<file path="config.mk">
export PLATFORM = sky130hd
export DESIGN_NAME = moore_seq_detector
export DESIGN_NICKNAME = d
export VERILOG_FILES = /design/src/rtl/moore_seq_detector.sv
export SDC_FILE = /design/constraint.sdc
export NUM_CORES = 1
export LEC_CHECK = 0
export BUFFER_PORTS_ARGS = -buffer_cell sky130_fd_sc_hd__buf_4
export CAP_MARGIN = 10
export CORE_UTILIZATION = 25
export CTS_BUF_LIST = sky130_fd_sc_hd__clkbuf_2
export CTS_CLUSTER_DIAMETER = 40
export CTS_CLUSTER_SIZE = 24
export DETAILED_ROUTE_END_ITERATION = 7
export SLEW_MARGIN = 20
export SYNTH_ARGS = -nofsm -noshare
export SYNTH_HDL_FRONTEND = slang
export SYNTH_SLANG_ARGS = --single-unit
</file>
<file path="constraint.sdc">
create_clock -name clk -period 2.1 [get_ports clk]
set_input_delay 0.21 -clock clk [delete_from_list [all_inputs] [get_ports clk]]
set_output_delay 0.21 -clock clk [all_outputs]
set_load 0.01 [all_outputs]
</file>
<file path="src/rtl/moore_seq_detector.sv">
// Moore recogniser for a runtime-loaded DEPTH-symbol pattern.
// Supports overlapping or non-overlapping matches, an absorbing trap symbol and a saturating match counter.
module moore_seq_detector #(
  parameter int SYM_W = 2,
  parameter int DEPTH = 3,
  parameter int CNT_W = 8
) (
  input  logic                   clk,
  input  logic                   rst,
  input  logic                   in_valid,
  input  logic [SYM_W-1:0]       in_sym,
  input  logic                   cfg_load,
  input  logic [DEPTH*SYM_W-1:0] cfg_pattern,
  input  logic                   cfg_overlap,
  input  logic                   cfg_trap_en,
  input  logic [SYM_W-1:0]       cfg_trap_sym,
  input  logic                   clear,
  output logic                   o_idle,
  output logic                   o_match,
  output logic                   o_trap,
  output logic [1:0]             state_o,
  output logic [CNT_W-1:0]       match_cnt
);

  localparam int HW = DEPTH * SYM_W;
  localparam int FILL_W = $clog2(DEPTH + 1);
  localparam logic [FILL_W-1:0] FULL = FILL_W'(DEPTH);
  localparam logic [CNT_W-1:0] CNT_MAX = '1;

  typedef enum logic [1:0] {
    IDLE = 2'b00,
    ACC  = 2'b01,
    HIT  = 2'b10,
    TRAP = 2'b11
  } state_t;

  state_t            state;
  logic [HW-1:0]     hist;
  logic [HW-1:0]     pattern;
  logic [FILL_W-1:0] fill;
  logic              overlap;
  logic              trap_en;
  logic [SYM_W-1:0]  trap_sym;

  logic              accept;
  logic              is_trap;
  logic              is_match;
  logic [HW-1:0]     hist_next;
  logic [FILL_W-1:0] fill_next;

  // Newest symbol enters at the top slot so slot 0 always holds the oldest, matching the pattern layout.
  assign accept    = in_valid && (state != TRAP);
  assign hist_next = {in_sym, hist[HW-1:SYM_W]};
  assign fill_next = (fill == FULL) ? FULL : fill + FILL_W'(1);
  assign is_trap   = trap_en && (in_sym == trap_sym);
  assign is_match  = (fill_next == FULL) && (hist_next == pattern);

  always_ff @(posedge clk or negedge rst) begin
    if (!rst) begin
      state     <= IDLE;
      hist      <= '0;
      fill      <= '0;
      match_cnt <= '0;
      pattern   <= '0;
      overlap   <= 1'b0;
      trap_en   <= 1'b0;
      trap_sym  <= '0;
    end else if (cfg_load) begin
      pattern   <= cfg_pattern;
      overlap   <= cfg_overlap;
      trap_en   <= cfg_trap_en;
      trap_sym  <= cfg_trap_sym;
      state     <= IDLE;
      hist      <= '0;
      fill      <= '0;
      match_cnt <= '0;
    end else if (clear) begin
      state     <= IDLE;
      hist      <= '0;
      fill      <= '0;
      match_cnt <= '0;
    end else if (accept) begin
      hist <= hist_next;
      if (is_trap) begin
        state <= TRAP;
        fill  <= fill_next;
      end else if (is_match) begin
        state <= HIT;
        fill  <= overlap ? FULL : '0;
        if (match_cnt != CNT_MAX) match_cnt <= match_cnt + CNT_W'(1);
      end else begin
        state <= ACC;
        fill  <= fill_next;
      end
    end else if (state == HIT) begin
      state <= (fill == '0) ? IDLE : ACC;
    end
  end

  assign state_o = state;
  assign o_idle  = (state == IDLE);
  assign o_match = (state == HIT);
  assign o_trap  = (state == TRAP);

endmodule

</file>
# Word level (Yosys, flattened, before mapping)

Index checks and enable logic that the tools add are counted.

Bits in registers: 28
Output and inout port bits: 13

Add/sub/neg operators: 2
Eq/ne operators: 9
Muxes and demuxes: 23
Reduce and logical (&&, ||, !) cells: 10

Operators with widths:

| operator                                                      | number |
|---|---|
| 8-bit two-way mux                                             | 6 |
| 2-bit two-way mux                                             | 13 |
| 6-bit two-way mux                                             | 3 |
| 3-bit nonzero test                                            | 3 |
| 8-bit by 1-bit adder with 8-bit output, second input constant | 1 |
| 2-bit equality test, second input constant                    | 4 |
| 8-bit inequality test, second input constant                  | 1 |
| 6-bit equality test                                           | 1 |
| 2-bit logical NOT                                             | 2 |
| 4-bit AND reduction                                           | 1 |
| 4-bit nonzero test                                            | 1 |
| 1-bit logical AND                                             | 3 |
| 3-bit inequality test, second input constant                  | 1 |
| 2-bit by 1-bit adder with 2-bit output, second input constant | 1 |
| 2-bit equality test                                           | 1 |
| 2-bit inequality test, second input constant                  | 1 |
| 1-bit two-way mux                                             | 1 |

# Longest topological paths before layout

Depth after elaboration: 9
Gate-level depth with buffers: 7
Depth with buffers taken out: 6

# Worst setup path before layout

Ideal clock, no wire load.

Path kind: flip-flop to flip-flop
From: register match_cnt[0]
To: register match_cnt[3]
Library setup time: 0.078 ns
Arrival time: 1.784 ns
Required time: 2.022 ns
Slack: 0.238 ns
Cell stages (with the launch flop): 8
Path buffers: 1
Period minus slack after synthesis: 1.862 ns
Cell sequence: dfrtp_1 > ha_1 > and3_1 > nand3_1 > nand2_1 > clkbuf_1 > or4_1 > a21oi_1

Cells in the longest elaborated chain, start to end: 7

RTL lines:

| what                                   | RTL line | RTL |
|---|---|---|
| start, declared                        | 22       | `output logic [CNT_W-1:0] match_cnt` |
| start signal, assigned                 | 90       | `if (match_cnt != CNT_MAX) match_cnt <= match_cnt + CNT_W'(1);` |
| 8-bit by 1-bit adder with 8-bit output | 90       |  |
| 8-bit two-way mux                      | 90       |  |
| 8-bit two-way mux                      | 87       | `end else if (is_match) begin` |
| 8-bit two-way mux                      | 84       | `if (is_trap) begin` |
| 8-bit two-way mux                      | 82       | `end else if (accept) begin` |
| 8-bit two-way mux                      | 77       | `end else if (clear) begin` |
| 8-bit two-way mux                      | 68       | `end else if (cfg_load) begin` |

Parallel ways exist; a longest one is shown, timed or not. The select of a mux whose other input is x is not followed.
A chain may end at the register's enable or synchronous reset.

# Final worst setup path

From: register hist[4]
To: register match_cnt[3]

Cells in the longest elaborated chain, start to end: 4

RTL lines:

| what                                 | RTL line | RTL |
|---|---|---|
| start, declared                      | 38       | `logic [HW-1:0] hist;` |
| start signal, assigned               | 83       | `hist <= hist_next;` |
| 6-bit equality test                  | 56       | `assign is_match = (fill_next == FULL) && (hist_next == pattern);` |
| 1-bit logical AND                    | 56       |  |
| 3-bit nonzero test (no source line)  | -        |  |
| 4-bit AND reduction (no source line) | -        |  |

Every way passes these cells.

==> results.py <==
metrics = {
    "outcome": {
        "run_status": "finished clean",
    },
    "clock_network": {
        "clkTransAtPathRegs_ps": 260,
        "cts.root.buffer_cell": "clkbuf_2",
        "postCtsSetupBuffers": 0,
        "cts-root-to-sink-buffers": 2,
        "h-tree-depth": 1,
        "cts_tree": "yes",
        "cts.sinks": 26,
        "clock_latency_ps": 360,
        "cts_made_buffers": 3,
    },
    "sta": {
        "layout_setup_ws_ps": 152,
        "max_freq_mhz": 513,
        "hold_viol_final": 0,
        "post-route-period-util_pct": 92.8,
        "slew-limit-headroom_pct": 75.0,
        "slew_violations": 0,
        "worst_slew_pin_slew_ps": 372,
        "worst_clock_skew_ps": 3.62,
        "grt_setup_unrepaired": "no",
        "tns_ps": 0,
        "finalWorstPathRequiredPeriod_ps": 1950,
        "report.final.setup_viol": 0,
    },
    "synth": {
        "syn-instance-count": 127,
        "yosysUniqueCellTypes": 28,
        "postSynth.asyncResetShare_pct": 100,
        "post_synthesis_instance_area_sq_mm": 0.00129,
        "number_of_synthesized_register_bits": 26,
        "synth.yosys.seq_area_share_pct": 50.3,
        "synth_top_flop_cell": "dfrtp_1",
        "syn-num-nets": 145,
        "yosys_warnings": 0,
        "post_synth_edffs": 0,
        "syn_area_per_cell_sq_um": 10.2,
    },
    "global_route": {
        "grt_max_degree": 27,
        "track_usage_pct": 10.2,
        "grt_first_pass_wirelength_microns": 4260,
        "initial_antenna_violation_count": 0,
        "grt_overflow": 0,
        "first_global_vias": 914,
    },
    "placed_design": {
        "globalplace.congestion": 0.734,
        "detailedPlace.worstSlack_ps": 154,
        "detailed_place.area_sq_mm": 0.00158,
        "dpl.hpwl_microns": 1920,
        "portBuffers": 29,
    },
    "pwr": {
        "vdd_drop_max_uv": 268,
        "pwr_density_cell_mw_per_mm2": 603,
        "p_leak_nw": 0.703,
    },
    "floorplanning": {
        "fp.dieH_microns": 73.9,
        "core_area_sq_mm": 0.00485,
        "die-width_microns": 73.9,
        "die-area_sq_mm": 0.00547,
        "num_rows": 25,
        "ios": 30,
        "initial_core_util_pct": 26.7,
    },
    "layout": {
        "area_growth_syn_to_layout_pct": 26.2,
        "proportion_of_layout_cells_with_a_drive_suffix_above_1_pct": 31.4,
        "n_antenna_cell": 0,
        "finish.instance_area_sq_mm": 0.00163,
        "num-nets-final": 175,
    },
    "route": {
        "detailedRoute.firstIterationViolations": 30,
        "top_layer": "met4",
        "route.detailed.vias_per_inst": 4.61,
        "firstDrtPassIters": 4,
        "vias": 1027,
        "detail_route.wl_per_cell_microns": 11.9,
        "detailroute.wirelength.met2_microns": 1210,
        "total_met3_wirelength_after_detailed_routing_microns": 114,
        "wl_microns": 2650,
        "drcViolationCount": 0,
        "final_antenna_net_count": 0,
        "wl_met1_microns": 1310,
    },
    "worst_setup_path": {
        "cp_data_arrival_time_ps": 2270,
        "critPathKind": "flop to flop",
        "endpoint_kind": "flop",
        "critical_path.startpoint_type": "flop",
        "cp.required_ps": 2420,
        "worst_path_maximum_fanout": 15,
    },
    "hold_path": {
        "tightest_hold_check_type": "input port to flop",
    },
    "job": {
        "timing.max_cap.violations": 0,
    },
}
## cell type report
class	instances	area, sq um
Tap cell	67	83.8
Sequential cell	26	651
Multi-Input combinational cell	94	614
Clock inverter	1	30.0
Clock buffer	3	15.0
Inverter	1	3.75
Fill cell	519	3220
Timing Repair Buffer	31	235
## path summary, 6_finish.rpt
path	cells past startpoint	endpoint	slack, ps	startpoint
max in group asynchronous	2	fill[1]	1620	rst
hold / removal	2	trap_sym[0]	50	cfg_trap_sym[0]
hold reg to reg	1	trap_en	550	trap_en
setup reg to reg	5	match_cnt[3]	150	hist[4]
min in group asynchronous	2	state_o[0]	240	rst
setup / recovery	5	match_cnt[3]	150	hist[4]
## stage by stage
| step | instances | hold slack (ps) | total power [mW] | util [%] |
|---|---|---|---|---|
| floorplan | 127 | -85.6 | 0.615 | - |
| global placement | 218 | 142 | 0.669 | 32.5 |
| detailed placement | 218 | 141 | 0.671 | 32.5 |
| CTS | 223 | 26.4 | 0.997 | 33.6 |
| global route | 223 | 10.3 | 1.03 | 33.7 |
| finish | 223 | 46.3 | 0.984 | 33.7 |
## registers in the layout (all words and copies together), names as in the netlist
name       flops
fill           2
pattern        6
state_o        2
trap_en        1
match_cnt      8
trap_sym       2
hist           4
overlap        1
## worst max-delay path, cell delays in order (launching register included)
cell and delay (ps):
dfrtp_1 470, xnor2_1 150, nand3_1 150, or3_4 500, or4_1 490, a21oi_1 150
## where the power goes
| part | switching, mW | internal, mW |
|---|---|---|
| sequential | 0.0163 | 0.525 |
| combinational | 0.0541 | 0.0654 |
| clock | 0.160 | 0.164 |
| total | 0.230 | 0.754 |
## cells in the mapped netlist (2+ instances only)
master | count | area (sq um)
mux2_2 | 10 | 113
nor2b_1 | 2 | 12.5
nand2_1 | 13 | 48.8
a21oi_1 | 14 | 70.1
nand4_1 | 2 | 12.5
nor2_1 | 7 | 26.3
o31ai_1 | 5 | 37.5
and3_1 | 3 | 18.8
o21ai_0 | 4 | 20.0
and2_1 | 2 | 12.5
clkbuf_1 | 4 | 15.0
dfrtp_1 | 26 | 651
or4_1 | 5 | 37.5
xnor2_1 | 8 | 70.1
nand3_1 | 9 | 45.0
## cell families after synthesis
group | count (synthesis) | synth area share [%]
xor+xnor | 8 | 5.42
buf+inv | 7 | 2.42
compound gates | 26 | 11.8
flops | 26 | 50.3
fa+ha+maj | 1 | 0.967
mux | 11 | 9.48
simple gates | 48 | 19.6
## metal layers
| layer | vias up | global-route usage (%) |
|---|---|---|
| met3 | 2 | 2.17 |
| met1 | 486 | 14.5 |
| met2 | 21 | 15.4 |
| met4 | 0 | 3.85 |
| met5 | - | 0 |
| li1 | 518 | - |
## layout by cell type, fill, tap and decap left out, types with 3 or more instances in the layout
master,Yosys,final
and3_1,3,3
nand2_1,13,12
nor2_1,7,7
buf_4,1,30
nand3_1,9,9
xnor2_1,8,8
o31ai_1,5,5
clkbuf_2,1,3
or4_1,5,5
mux2_2,10,10
a21oi_1,14,14
o21ai_0,4,4
dfrtp_1,26,26
## timing repair
action                     CTS  global route
resized for setup            0             1
setup endpoints to repair    0             1
hold buffers                 1             0
hold endpoints to repair    26             0
Note: power is estimated with default switching activity, not from simulation.
